`src/rtl/b10_stim_sequencer_if.sv`:
```
// b10_stim_sequencer_if: config, run-control and b10 drive signals of the opcode sequencer
interface b10_stim_sequencer_if #(
  parameter int AW = 3
);
  logic cfg_we;
  logic [AW-1:0] cfg_addr;
  logic [11:0] cfg_data;
  logic [AW:0] len;
  logic go;
  logic cts_i;
  logic ctr_i;
  logic r_button_o, g_button_o, key_o, start_o, test_o, rts_o, rtr_o;
  logic [3:0] v_in_o;
  logic obs_o;
  logic busy;
  logic done;
  logic timeout_err;
  logic ctr_seen;
  logic [AW-1:0] pc;
  modport master (
    output cfg_we, cfg_addr, cfg_data, len, go, cts_i, ctr_i,
    input r_button_o, g_button_o, key_o, start_o, test_o, rts_o, rtr_o, v_in_o, obs_o,
    input busy, done, timeout_err, ctr_seen, pc
  );
  modport slave (
    input cfg_we, cfg_addr, cfg_data, len, go, cts_i, ctr_i,
    output r_button_o, g_button_o, key_o, start_o, test_o, rts_o, rtr_o, v_in_o, obs_o,
    output busy, done, timeout_err, ctr_seen, pc
  );
endinterface

```
`src/rtl/b10_stim_sequencer.sv`:
```
// b10_stim_sequencer: replays a loaded opcode store into b10, stalling on rts until cts.
// Define B10_SEQ_TIMEOUT_EN to add the handshake wait counter and ERR timeout.
module b10_stim_sequencer #(
  parameter int DEPTH = 8,
  parameter int AW = 3,
  parameter int TIMEOUT = 15
) (
  input logic clock,
  input logic reset,
  b10_stim_sequencer_if.slave bus
);
  typedef enum logic [1:0] {IDLE, RUN, DONE, ERR} state_t;
  state_t state, state_d;
  logic [11:0] store [DEPTH];
  logic [11:0] op_q, op_d;
  logic [AW-1:0] pc_q, pc_d;
  logic [AW:0] len_q, len_d;
  logic terr_q, terr_d, ctr_q, ctr_d;
  logic start, stall, last, expire;
  always_ff @(posedge clock)
    if (bus.cfg_we && state != RUN) store[bus.cfg_addr] <= bus.cfg_data;
  assign start = bus.go && (state == IDLE || state == ERR);
  assign stall = op_q[5] && !bus.cts_i;
  assign last = len_q == {1'b0, pc_q} + (AW+1)'(1);
`ifdef B10_SEQ_TIMEOUT_EN
  logic [7:0] wait_q;
  assign expire = stall && wait_q == 8'(TIMEOUT - 1);
  always_ff @(posedge clock or negedge reset)
    if (!reset) wait_q <= '0;
    else wait_q <= (state == RUN && stall) ? wait_q + 8'd1 : '0;
`else
  logic [7:0] unused_timeout;
  assign unused_timeout = 8'(TIMEOUT);
  assign expire = 1'b0;
`endif
  // op_q is zeroed whenever RUN is left, so it can drive the b10 pins directly
  always_comb begin
    state_d = state;
    pc_d = pc_q;
    op_d = op_q;
    len_d = len_q;
    terr_d = terr_q;
    ctr_d = ctr_q;
    if (start && bus.len != '0) begin
      state_d = RUN;
      pc_d = '0;
      op_d = store[0];
      len_d = bus.len;
      terr_d = 1'b0;
      ctr_d = 1'b0;
    end else if (start) begin
      state_d = DONE;
      op_d = '0;
    end else if (state == RUN) begin
      ctr_d = ctr_q | bus.ctr_i;
      if (expire) begin
        state_d = ERR;
        op_d = '0;
        terr_d = 1'b1;
      end else if (!stall && last) begin
        state_d = DONE;
        op_d = '0;
      end else if (!stall) begin
        pc_d = pc_q + AW'(1);
        op_d = store[pc_q + AW'(1)];
      end
    end else if (state == DONE) state_d = IDLE;
  end
  always_ff @(posedge clock or negedge reset)
    if (!reset) begin
      state <= IDLE;
      pc_q <= '0;
      op_q <= '0;
      len_q <= '0;
      terr_q <= 1'b0;
      ctr_q <= 1'b0;
    end else begin
      state <= state_d;
      pc_q <= pc_d;
      op_q <= op_d;
      len_q <= len_d;
      terr_q <= terr_d;
      ctr_q <= ctr_d;
    end
  assign {bus.obs_o, bus.v_in_o, bus.rtr_o, bus.rts_o, bus.test_o, bus.start_o, bus.key_o,
          bus.g_button_o, bus.r_button_o} = op_q;
  assign bus.busy = state == RUN;
  assign bus.done = state == DONE;
  assign bus.timeout_err = terr_q;
  assign bus.ctr_seen = ctr_q;
  assign bus.pc = pc_q;
endmodule

```
`src/flat_wrapper.sv`:
```
// flat-port wrapper written by rule: the top's interface ports become plain ports
module b10_stim_sequencer_flat 
#(
  parameter int DEPTH = 8,
  parameter int AW = 3,
  parameter int TIMEOUT = 15
)
  (clock, reset, bus_cfg_we, bus_cfg_addr, bus_cfg_data, bus_len, bus_go, bus_cts_i, bus_ctr_i, bus_r_button_o, bus_g_button_o, bus_key_o, bus_start_o, bus_test_o, bus_rts_o, bus_rtr_o, bus_v_in_o, bus_obs_o, bus_busy, bus_done, bus_timeout_err, bus_ctr_seen, bus_pc);
  b10_stim_sequencer_if #(.AW(AW)) bus_i ();
  input logic clock;
  input logic reset;
  input wire logic [$bits(bus_i.cfg_we)-1:0] bus_cfg_we;
  input wire logic [$bits(bus_i.cfg_addr)-1:0] bus_cfg_addr;
  input wire logic [$bits(bus_i.cfg_data)-1:0] bus_cfg_data;
  input wire logic [$bits(bus_i.len)-1:0] bus_len;
  input wire logic [$bits(bus_i.go)-1:0] bus_go;
  input wire logic [$bits(bus_i.cts_i)-1:0] bus_cts_i;
  input wire logic [$bits(bus_i.ctr_i)-1:0] bus_ctr_i;
  output wire logic [$bits(bus_i.r_button_o)-1:0] bus_r_button_o;
  output wire logic [$bits(bus_i.g_button_o)-1:0] bus_g_button_o;
  output wire logic [$bits(bus_i.key_o)-1:0] bus_key_o;
  output wire logic [$bits(bus_i.start_o)-1:0] bus_start_o;
  output wire logic [$bits(bus_i.test_o)-1:0] bus_test_o;
  output wire logic [$bits(bus_i.rts_o)-1:0] bus_rts_o;
  output wire logic [$bits(bus_i.rtr_o)-1:0] bus_rtr_o;
  output wire logic [$bits(bus_i.v_in_o)-1:0] bus_v_in_o;
  output wire logic [$bits(bus_i.obs_o)-1:0] bus_obs_o;
  output wire logic [$bits(bus_i.busy)-1:0] bus_busy;
  output wire logic [$bits(bus_i.done)-1:0] bus_done;
  output wire logic [$bits(bus_i.timeout_err)-1:0] bus_timeout_err;
  output wire logic [$bits(bus_i.ctr_seen)-1:0] bus_ctr_seen;
  output wire logic [$bits(bus_i.pc)-1:0] bus_pc;
  assign bus_i.cfg_we = bus_cfg_we;
  assign bus_i.cfg_addr = bus_cfg_addr;
  assign bus_i.cfg_data = bus_cfg_data;
  assign bus_i.len = bus_len;
  assign bus_i.go = bus_go;
  assign bus_i.cts_i = bus_cts_i;
  assign bus_i.ctr_i = bus_ctr_i;
  assign bus_r_button_o = bus_i.r_button_o;
  assign bus_g_button_o = bus_i.g_button_o;
  assign bus_key_o = bus_i.key_o;
  assign bus_start_o = bus_i.start_o;
  assign bus_test_o = bus_i.test_o;
  assign bus_rts_o = bus_i.rts_o;
  assign bus_rtr_o = bus_i.rtr_o;
  assign bus_v_in_o = bus_i.v_in_o;
  assign bus_obs_o = bus_i.obs_o;
  assign bus_busy = bus_i.busy;
  assign bus_done = bus_i.done;
  assign bus_timeout_err = bus_i.timeout_err;
  assign bus_ctr_seen = bus_i.ctr_seen;
  assign bus_pc = bus_i.pc;
  b10_stim_sequencer #(.DEPTH(DEPTH), .AW(AW), .TIMEOUT(TIMEOUT)) u_core (.clock(clock), .reset(reset), .bus(bus_i));
endmodule
```
`config.mk`:
```
export PLATFORM = sky130hd
export DESIGN_NAME = b10_stim_sequencer_flat
export DESIGN_NICKNAME = d
export VERILOG_FILES = /design/src/rtl/b10_stim_sequencer_if.sv /design/src/rtl/b10_stim_sequencer.sv /design/src/flat_wrapper.sv
export SDC_FILE = /design/constraint.sdc
export NUM_CORES = 1
export LEC_CHECK = 0
export BUFFER_PORTS_ARGS = -buffer_cell sky130_fd_sc_hd__buf_2
export CAP_MARGIN = 10
export CORE_ASPECT_RATIO = 1.2
export CORE_MARGIN = 2
export CORE_UTILIZATION = 40
export DETAILED_ROUTE_END_ITERATION = 7
export HOLD_SLACK_MARGIN = 0.1
export MAX_ROUTING_LAYER = met4
export PLACE_DENSITY = 0.61
export SLEW_MARGIN = 20
export SYNTH_ARGS = -nofsm -noshare
export SYNTH_HDL_FRONTEND = slang
export SYNTH_SLANG_ARGS = --single-unit
```
`constraint.sdc`:
```
create_clock -name clock -period 3.2 [get_ports clock]
set_input_delay 0.64 -clock clock [delete_from_list [all_inputs] [get_ports clock]]
set_output_delay 0.64 -clock clock [all_outputs]
set_load 0.05 [all_outputs]
```
Word-level counts from Yosys, hierarchy flattened
Memories as Yosys holds them, arrays and structs flattened. Index checks and enable logic that the tools add are counted.

Register bits after elaboration: 22. Input port bits: 25. Memories kept: 1. Memory bits (writable): 96. Output and inout port bits: 19.

Memories: u_core.store (words 8, width 12, read ports 2, clocked after memory_dff 0, wr ports 1, line b10_stim_sequencer.sv:14) `logic [11:0] store [DEPTH];`.

Add/subtract/negate cells: 2. Reduce and logical (&&, ||, !) cells: 17. Muxes and demuxes: 20. Eq/ne operators: 10. Bitwise gates (word level): 1.

Operators with widths (number): 2-to-1 mux 12 bit (5); 2-to-1 mux 3 bit (5); 2-to-1 mux 2 bit (5); nonzero test 4 bit (2); AND reduction 2 bit (3); logical AND 1 bit (5); 2-to-1 mux 1 bit (5); adder 3 x 1 -> 4 bit (second input constant) (1); == test 2 bit (second input constant) (2); == test 4 bit (1); inequality test 2 x 1 -> 1 bit (second input constant) (2); inequality test 2 bit (second input constant) (2); inequality test 4 x 1 -> 1 bit (second input constant) (1); inequality test 4 x 3 -> 1 bit (second input constant) (1); AND reduction 4 bit (1); adder 3 x 1 -> 3 bit (second input constant) (1); nonzero test 3 bit (1); == test 2 x 1 -> 1 bit (second input constant) (1); zero test 1 bit (2); zero test 2 bit (1); nonzero test 2 bit (1); logical OR 1 bit (1); OR 1 bit (1).

Logic depth before layout (Yosys ltp)
Gate-level depths: netlist of run 1.

Depth after elaboration: 8. Gate-level depth with buffers: 8. Mapped depth without buffers: 6.

Least setup slack after synthesis of run 1
Ideal clock, no wire load.

Path kind: flip-flop to flip-flop. Start point: register u_core.state[0]. End point: memory u_core.store[2][0], enable pin. Arrival: 2.331 ns. Period minus slack after synthesis: 2.745 ns. Slack: 0.455 ns. Buffers on the path: 1. Stages on the path, launching flop included: 4. Path through: dfrtp_1 -> ha_1 -> clkbuf_1 -> nor4_1.

Word-level cells in the longest chain between the ends: 4.

RTL lines: from (decl) (line b10_stim_sequencer.sv:13) `state_t state, state_d;`; from (signal assigned) (line b10_stim_sequencer.sv:78) `state <= state_d;`; inequality test 2 x 1 -> 1 bit (line b10_stim_sequencer.sv:21) `if (bus.cfg_we && state != RUN) store[bus.cfg_addr] <= bus.cfg_data;`; logical AND 1 bit (line b10_stim_sequencer.sv:21); 2-to-1 mux 1 bit (line b10_stim_sequencer.sv:21); 2-to-1 mux 1 bit (not written as such) (line b10_stim_sequencer.sv:21); to (decl) (line b10_stim_sequencer.sv:14).

No other way between the ends.

Worst setup path after layout of run 1
Start point: register u_core.pc_q[0] (netlist: u_core.bus.pc[0]). End point: register u_core.op_q[9].

Word-level cells in the longest chain between the ends: 7. Elaborated cells on any way between the ends: 12.

RTL lines: from (decl) (line b10_stim_sequencer.sv:16) `logic [AW-1:0] pc_q, pc_d;`; from (signal assigned) (line b10_stim_sequencer.sv:79) `pc_q <= pc_d;`; adder 3 x 1 -> 3 bit or adder 3 x 1 -> 4 bit (tied branches) (line b10_stim_sequencer.sv:65, b10_stim_sequencer.sv:24); memory read (8 x 12 bit) or == test 4 bit (tied branches); 2-to-1 mux 12 bit or logical AND 1 bit (tied branches) (line b10_stim_sequencer.sv:63, b10_stim_sequencer.sv:60); 2-to-1 mux 12 bit (line b10_stim_sequencer.sv:60) `end else if (!stall && last) begin`; 2-to-1 mux 12 bit (line b10_stim_sequencer.sv:54) `end else if (state == RUN) begin`; 2-to-1 mux 12 bit (line b10_stim_sequencer.sv:51) `end else if (start) begin`; 2-to-1 mux 12 bit (line b10_stim_sequencer.sv:44) `if (start && bus.len != '0) begin`; to (signal assigned) (line b10_stim_sequencer.sv:80) `op_q <= op_d;`; to (decl) (line b10_stim_sequencer.sv:15) `logic [11:0] op_q, op_d;`.

Parallel ways exist; a longest one is shown, timed or not. The select of a mux whose other input is x is not followed. A chain may end at the register's enable or synchronous reset.

==> results_dict.tcl, run 1 <==
set metrics [dict create \
    clk_latency_ps 410 \
    dieHeight_um 124 \
    ys.flop_type "edfxtp_1" \
    syn_to_final_growth_pct 23.2 \
    slew_headroom 0.630 \
    die_area_um2 12900 \
    die_w_um 104 \
    drive_gt1_frac 0.374 \
    start_util 0.412 \
    wl_per_cell_um 20.2 \
    avgSynthCellArea_um2 18.9 \
    port_buffers 42 \
    fmax_ghz 0.424 \
    yosysWarnings 0 \
    fin_crit_ps 2360 \
    cts_sinks 118 \
    power_density_nw_per_um2 962 \
    startpoint "u_core.bus.pc[0]$_DFFE_PN0P_" \
    ant_nets 0 \
    ctsRootBufferMaster "clkbuf_16" \
    numCtsBuffers 17 \
    start_kind "flop" \
    grt_pass1_vias 2757 \
    peakVddDrop_mv 0.431 \
    cp.arrival_ps 2620 \
    post_cts_buffers 0 \
    cp-endpoint "u_core.op_q[9]$_DFFE_PN0P_" \
    p_leak_uw 0.00208 \
    wl_met3_um 523 \
    final_util 0.507 \
    coreArea_um2 11600 \
    synth_seq_cells 118 \
    antenna_found_initial 0 \
    grt_pass1_wl_mm 15.5 \
    fin_crit_sh 0.737 \
    fin_cells 483 \
    yosysSeqAreaShare 0.717 \
    cts_resized 0 \
    synthCells 253 \
    grt_usage 0.173 \
    dp_hpwl_mm 6.00 \
    postCtsHoldBufs 0 \
    hold_class "input port to asynchronous set/reset pin" \
    overflow 0 \
    viasPerCell 5.30 \
    io_pins 44 \
    post_synth_num_cell_types 42 \
    finClkSkew_ps 7.13 \
    synth_nets 281 \
    n_antenna_cell 0 \
    rows 43 \
    first_pass_iters 4 \
    end_kind "flop" \
    grt_max_degree 26 \
    crit_fanout 12 \
    wl_mm 9.74 \
    netlist_area_um2 4790 \
    crit_required_ps 3460 \
    worst_pin_slew_ps 555 \
    r2r_start "u_core.bus.pc[0]$_DFFE_PN0P_" \
    cts-htree-levels 4 \
    ctsLongestPathBuffers 2 \
    nets 341 \
    hold_viol 0 \
    dr.max_layer_used "met4" \
    cts.clk_slew.worst_paths_ps 50 \
    wl_met2_mm 4.85 \
    status "finished clean" \
    vias 2558 \
    setup-tns-final_ps 0 \
    post-route-drc-count 0 \
    place_inst 451 \
    gp_congestion 0.788 \
    first_iter_violations 183 \
    wl_met1_mm 4.20 \
    n_fill_cell 993 \
    setup_viol_count_final 0 \
    worst_r2r_endpoint "u_core.op_q[9]$_DFFE_PN0P_" \
    cts_tree "done" \
    rsz0062_at_grt "no" \
    synthArstFlopShare 0.186 \
    r2r_cells 6 \
    cap_violations 0 \
    synth_edf_count 96 \
    regToRegSetupSlack_ps 840 \
    worstSetupPathType "flop to flop" \
    drv_slew 0 \
]
-- layer usage --
layer / up-vias / GRT usage
met3: 16 / 0.0508
met5: - / -
met4: 0 / 0.0693
li1: 1154 / -
met1: 1320 / 0.211
met2: 68 / 0.274
-- state kept, by name, summed over array words and instances, names as in the netlist --
name / count
u_core.op_q: 12
u_core.bus.ctr_seen: 1
u_core.state: 2
u_core.store: 96
u_core.len_q: 4
u_core.bus.pc: 3
-- area by class of cell --
cell class	count	area [um2]	area share
clock buffers	23	478	0.0811
multi-input cells	117	1290	0.219
inverters	4	15.0	0.00255
repair buffers	55	308	0.0522
flip-flops and latches	118	3430	0.582
clock inverters	9	173	0.0293
well taps	157	196	0.0333
-- critical path: stages (launching register included) --
cell and delay [ps]:
dfrtp_1 460, ha_1 410, xor2_4 220, a2111oi_4 310, o21ai_1 200, nand2_1 420, o21ai_0 190
-- cells in the mapped netlist, drive strengths merged (2+ instances only) --
cell type | count | share of area
mux2 | 3 | 0.0071
ha | 3 | 0.0078
nand2b | 3 | 0.0039
nor3 | 4 | 0.0042
edfxtp | 96 | 0.60
nor4 | 3 | 0.0039
and3 | 2 | 0.0026
nand3 | 2 | 0.0021
o21ai | 14 | 0.015
dfrtp | 22 | 0.12
nor2 | 4 | 0.0031
a22oi | 12 | 0.019
o21a | 3 | 0.0047
and2 | 2 | 0.0026
a31oi | 2 | 0.0026
nand2 | 5 | 0.0039
clkbuf | 4 | 0.0031
inv | 4 | 0.0031
xor2 | 3 | 0.0094
buf | 10 | 0.015
mux2i | 12 | 0.025
a21boi | 2 | 0.0031
mux4 | 24 | 0.11
-- report_power, final --
part	internal (uW)	switching, uW	total [uW]
logic	618	1020	1640
registers	1840	122	1970
clock network	1440	632	2070
total	3900	1770	5670
-- logic make-up after synthesis --
family	count (synthesis)	share of synthesized area
flip-flops	118	0.717
AO/OA/AOI/OAI	39	0.0583
multiplexers	39	0.145
AND/OR/NAND/NOR	31	0.0382
buffers and inverters	18	0.0212
XOR/XNOR	4	0.0112
adder cells (fa/ha/maj)	3	0.00784
other	1	0.000784
-- stage by stage --
step / total power [uW] / setup slack [ps] / area, um2 / hold WS [ps]
global placement: 3610 / 842 / 5240 / 482
floorplan: 3260 / 455 / 4790 / 344
global route: 5930 / 649 / 5890 / 247
finish: 5670 / 842 / 5890 / 214
CTS: 5730 / 798 / 5890 / 225
detailed placement: 3660 / 804 / 5240 / 492
-- how the worst min path moves through the flow --
stage                                                 end                       startpoint
after floorplan           u_core.bus.ctr_seen$_DFFE_PN0P_                            reset
after global placement         u_core.op_q[9]$_DFFE_PN0P_     u_core.store[0][9]$_DFFE_PP_
after detailed placement  u_core.bus.ctr_seen$_DFFE_PN0P_  u_core.bus.ctr_seen$_DFFE_PN0P_
after CTS                     u_core.state[1]$_DFFE_PN0P_                            reset
after global routing          u_core.state[1]$_DFFE_PN0P_                            reset
final                        u_core.bus.pc[1]$_DFFE_PN0P_                            reset
-- layout by cell type (no fill, tap or decap), types with 2 or more instances in the layout --
cell type / count
and2_1: 2
mux2i_1: 12
and3_1: 2
clkbuf_1: 3
inv_1: 4
edfxtp_1: 96
mux2_2: 3
a31oi_1: 2
o21ai_0: 11
ha_1: 3
nor3_2: 4
nor2_1: 4
a22oi_1: 12
clkbuf_8: 3
bufinv_16: 5
a21boi_0: 2
mux4_2: 24
clkbuf_16: 17
nand2b_1: 3
dfrtp_1: 22
o21a_1: 3
buf_4: 13
buf_2: 42
nor4_2: 2
clkinv_2: 3
o21ai_1: 3
nand3_1: 2
nand2_1: 5
(Power assumes the default switching activity.)
==> run 2: changes to the inputs <==
clock period = 2.17 ns   (was 3.2 ns; I/O delays follow)
==> results_dict.tcl, run 2 (synthesis results as in run 1) <==
set metrics [dict create \
    pre_cts_slack_ps 94.8 \
    min_from "bus_len[2]" \
    peakVddDrop_mv 0.636 \
    grt_max_degree 25 \
    wl_per_cell_um 20.4 \
    post-route-drc-count 0 \
    cp_cell_sequence "ha_2 -> xor2_4 -> a2111oi_4 -> nor2_1 -> or3_1 -> a31oi_1" \
    slew_headroom 0.627 \
    numCtsBuffers 17 \
    antenna_found_initial 1 \
    end_kind "flop" \
    r2r_cells 6 \
    syn_to_final_growth_pct 23.1 \
    die_area_um2 12900 \
    drv_slew 0 \
    die_w_um 104 \
    cts-htree-levels 4 \
    ctsRootBufferMaster "clkbuf_16" \
    setup_viol_count_final 0 \
    hold_end "u_core.len_q[2]$_DFFE_PN0P_" \
    worst_r2r_endpoint "u_core.state[1]$_DFFE_PN0P_" \
    cts_tree "done" \
    worst_pin_slew_ps 559 \
    wl_mm 9.99 \
    crit_required_ps 2490 \
    reg_top3 "u_core.store (96), u_core.op_q (12), u_core.len_q (4)" \
    worstHoldPathCells 2 \
    regToRegSetupSlack_ps 190 \
    rsz0062_at_grt "no" \
    first_pass_iters 4 \
    port_buffers 42 \
    overflow 0 \
    io_pins 44 \
    start_util 0.412 \
    p_total_uw 8010 \
    fmax_ghz 0.505 \
    dp_hpwl_mm 6.01 \
    critical_path.top_delay_family "compound AO/OA/AOI/OAI gates" \
    gp_congestion 0.763 \
    timing.final.ws_setup_ps 191 \
    grt_pass1_vias 2778 \
    rows 43 \
    ctsLongestPathBuffers 2 \
    regMostFlops "u_core.store" \
    cp.arrival_ps 2300 \
    nets 347 \
    power_density_nw_per_um2 1360 \
    clk_latency_ps 400 \
    first_iter_violations 129 \
    n_fill_cell 956 \
    vias 2594 \
    crit_path_max_incr_delay_ps 400 \
    fin_crit_ps 1980 \
    drive_gt1_frac 0.396 \
    cts.clk_slew.worst_paths_ps 50 \
    hold_class "input port to flop" \
    status "finished clean" \
    dieHeight_um 124 \
    largest_register_ffs 96 \
    final_cell_mix "edfxtp_1 (96), buf_2 (42), mux4_2 (24)" \
    hold_viol 0 \
    coreArea_um2 11600 \
    final_common_cell "edfxtp_1" \
    p_leak_uw 0.00208 \
    worstSetupPathType "flop to flop" \
    finClkSkew_ps 6.52 \
    path_buf_inv 0 \
    slowest_stage "dfrtp_2" \
    fin_crit_sh 0.912 \
    ant_nets 0 \
    grt_usage 0.175 \
    grt_pass1_wl_mm 15.8 \
    cts_sinks 118 \
    start_kind "flop" \
    crit_fanout 3 \
    viasPerCell 5.30 \
    r2r_start "u_core.bus.pc[0]$_DFFE_PN0P_" \
    cap_violations 0 \
]
## run 2: worst max path at each step
stage                                       startpoint                           end  slack (ps)  cells after the start
after floorplan            u_core.state[0]$_DFFE_PN0P_  u_core.store[6][0]$_DFFE_PP_        -200                      3
after global placement    u_core.bus.pc[0]$_DFFE_PN0P_    u_core.op_q[8]$_DFFE_PN0P_         150                      7
after detailed placement  u_core.bus.pc[0]$_DFFE_PN0P_    u_core.op_q[8]$_DFFE_PN0P_          90                      7
after CTS                 u_core.bus.pc[0]$_DFFE_PN0P_    u_core.op_q[8]$_DFFE_PN0P_          70                      7
after global routing      u_core.bus.pc[1]$_DFFE_PN0P_    u_core.op_q[4]$_DFFE_PN0P_          50                      7
final                     u_core.bus.pc[0]$_DFFE_PN0P_   u_core.state[1]$_DFFE_PN0P_         190                      6
## run 2: repair_timing
| item | in CTS | in global routing |
|---|---|---|
| setup endpoints to repair | 0 | 15 |
| hold buffers | 1 | 0 |
| setup buffers | 0 | 0 |
| resized for setup | 0 | 2 |
| hold endpoints to repair | 22 | 0 |
## run 2: cell type report
cell class,instances,area (um2),area share
flip-flops and latches,118,3440,0.583
multi-input cells,117,1320,0.224
clock buffers,21,470,0.0799
repair buffers,61,368,0.0625
well taps,157,196,0.0334
clock inverters,10,81.3,0.0138
inverters,4,15.0,0.00255
diodes,1,2.50,0.000425
## run 2: power breakdown
part           switching, uW  total, uW  internal [uW]
logic                   1570       2570            997
registers                166       2890           2720
clock network            918       2560           1640
total                   2650       8010           5360
## run 2: per-layer routing
layer  wire length, um  share of wire  track usage  vias to the layer above
met2              5140           0.51        0.295                       62
met3               420          0.042       0.0471                        8
met1              4350           0.43        0.208                     1362
met4                80         0.0080       0.0532                        0
met5                 0              0            -                        -
li1                  -              -            -                     1162
## run 2: worst reg2reg max path, stage by stage (launching register included)
cell and delay [ps]:
dfrtp_2 400, ha_2 350, xor2_4 210, a2111oi_4 320
nor2_1 110, or3_1 350, a31oi_1 160
## run 2: stage by stage
step,utilization,hold WS [ps],TNS (ps),area [um2],cells
6_report,0.507,288,0,5890,489
5_1_grt,0.507,285,0,5890,489
4_1_cts,0.506,267,0,5880,488
3_5_place_dp,0.458,477,0,5320,456
3_3_place_gp,0.458,465,0,5320,456
2_1_floorplan,-,138,-10140,4820,253
==> run 3: changes to the inputs <==
CORE_UTILIZATION = 34   (was 40)
CTS_BUF_LIST = sky130_fd_sc_hd__clkbuf_8   (was default)
PLACE_DENSITY = 0.55   (was 0.61)
==> results_dict.tcl, run 3 (synthesis results as in run 1) <==
set metrics [dict create \
    regMostFlops "u_core.store" \
    dp_hpwl_mm 6.25 \
    cts.clk_slew.worst_paths_ps 70 \
    antenna_found_initial 0 \
    final_cell_mix "edfxtp_1 (96), buf_2 (42), mux4_2 (24)" \
    dieHeight_um 134 \
    cp.arrival_ps 2370 \
    vias 2564 \
    design_area_um2 5840 \
    io_pins 44 \
    fin_crit_sh 0.942 \
    clk_latency_ps 410 \
    power_density_nw_per_um2 1310 \
    start_util 0.348 \
    wl_per_cell_um 19.2 \
    cp-endpoint "u_core.state[1]$_DFFE_PN0P_" \
    rsz0062_at_grt "no" \
    cts_sinks 118 \
    r2r_cells 6 \
    n_fill_cell 1217 \
    grt_pass1_vias 2794 \
    fin_crit_ps 2040 \
    cap_violations 0 \
    worst_pin_slew_ps 557 \
    cts-htree-levels 4 \
    fin_cells 503 \
    first_pass_iters 4 \
    post-route-drc-count 0 \
    die_area_um2 15000 \
    nets 347 \
    ant_nets 0 \
    status "finished clean" \
    placed_area_um2 5360 \
    fmax_ghz 0.489 \
    place_inst 470 \
    drive_gt1_frac 0.401 \
    wl_mm 9.68 \
    slew_headroom 0.629 \
    end_kind "flop" \
    largest_register_ffs 96 \
    start_kind "flop" \
    viasPerCell 5.10 \
    ctsLongestPathBuffers 2 \
    overflow 0 \
    setup-tns-final_ps 0 \
    numCtsBuffers 17 \
    grt_usage 0.143 \
    cts_tree "done" \
    finClkSkew_ps 11.9 \
    r2r_start "u_core.bus.pc[0]$_DFFE_PN0P_" \
    grt_max_degree 23 \
    crit_fanout 3 \
    reg_top3 "u_core.store (96), u_core.op_q (12), u_core.len_q (4)" \
    hold_class "input port to flop" \
    rows 47 \
    gp_congestion 0.742 \
    grt_pass1_wl_mm 15.4 \
    n_antenna_cell 0 \
    peakVddDrop_mv 0.660 \
    coreArea_um2 13800 \
    drv_slew 0 \
    final_common_cell "edfxtp_1" \
    regToRegSetupSlack_ps 130 \
    worstSetupPathType "flop to flop" \
    first_iter_violations 119 \
    hold_viol 0 \
    startpoint "u_core.bus.pc[0]$_DFFE_PN0P_" \
    crit_required_ps 2500 \
    die_w_um 112 \
    ctsRootBufferMaster "clkbuf_8" \
    p_leak_uw 0.00203 \
    port_buffers 42 \
    syn_to_final_growth_pct 22.0 \
    worst_r2r_endpoint "u_core.state[1]$_DFFE_PN0P_" \
    setup_viol_count_final 0 \
]
-- run 3: changes by cell type in the layout (fill, tap and decap cells not counted), moves of 2 or more --
cell	previous run	this run
buf_12	1	4
buf_4	17	13
bufinv_16	1	5
clkbuf_16	17	0
clkbuf_8	3	17
clkinv_2	7	3
clkinvlp_4	1	4
nor4_2	0	2
nor4_4	2	0
-- run 3: metrics by stage --
step	total power, uW	util	setup WS, ps	hold slack [ps]
2_1_floorplan	4820	-	-201	138
3_3_place_gp	5460	0.390	163	469
3_5_place_dp	5510	0.390	88.3	464
4_1_cts	7700	0.423	91.9	238
5_1_grt	8050	0.424	54.2	258
6_report	7660	0.424	126	275
-- run 3: area by class of cell --
cell class                 count  area (um2)  share of cell area
inverter                       4        15.0             0.00257
multi-input combinational    117        1320               0.226
clock buffer                  17         234              0.0401
timing repair buffer          61         409              0.0701
tap                          171         214              0.0366
clock inverter                15         211              0.0362
sequential                   118        3440               0.588
-- run 3: how the worst min path moves through the flow --
stage / start / end / cells past startpoint / slack (ps)
global placement: reset / u_core.state[1]$_DFFE_PN0P_ / 1 / 470
CTS: bus_len[2] / u_core.len_q[2]$_DFFE_PN0P_ / 2 / 240
detailed placement: reset / u_core.state[0]$_DFFE_PN0P_ / 1 / 460
global route: bus_ctr_i / u_core.bus.ctr_seen$_DFFE_PN0P_ / 2 / 260
floorplan: reset / u_core.bus.ctr_seen$_DFFE_PN0P_ / 0 / 140
finish: bus_len[2] / u_core.len_q[2]$_DFFE_PN0P_ / 2 / 270
-- run 3: timing repair --
item / 4_1_cts / 5_1_grt
hold buffers: 1 / 0
gates resized for setup: 1 / 4
setup buffers: 0 / 0
endpoints found under the setup margin: 1 / 16
hold endpoints to repair: 22 / 0
-- run 3: worst max-delay path, cell delays in order (launching register included) --
cell and delay, ps:
dfrtp_2 400, ha_2 340, xor2_4 210, a2111oi_4 320
nor2_1 140, or3_1 370, a31oi_1 190
-- run 3: power by group --
part           internal [uW]  switching [uW]  total (uW)
combinational           1030            1570        2600
clock                   1350             826        2180
sequential              2710             165        2880
total                   5090            2560        7660
-- run 3: layer usage --
metal	GRT usage	up-vias	part of all wire
met2	0.244	56	0.53
met3	0.0402	10	0.038
met1	0.163	1336	0.41
met4	0.0515	0	0.015
met5	-	-	0
li1	-	1162	-
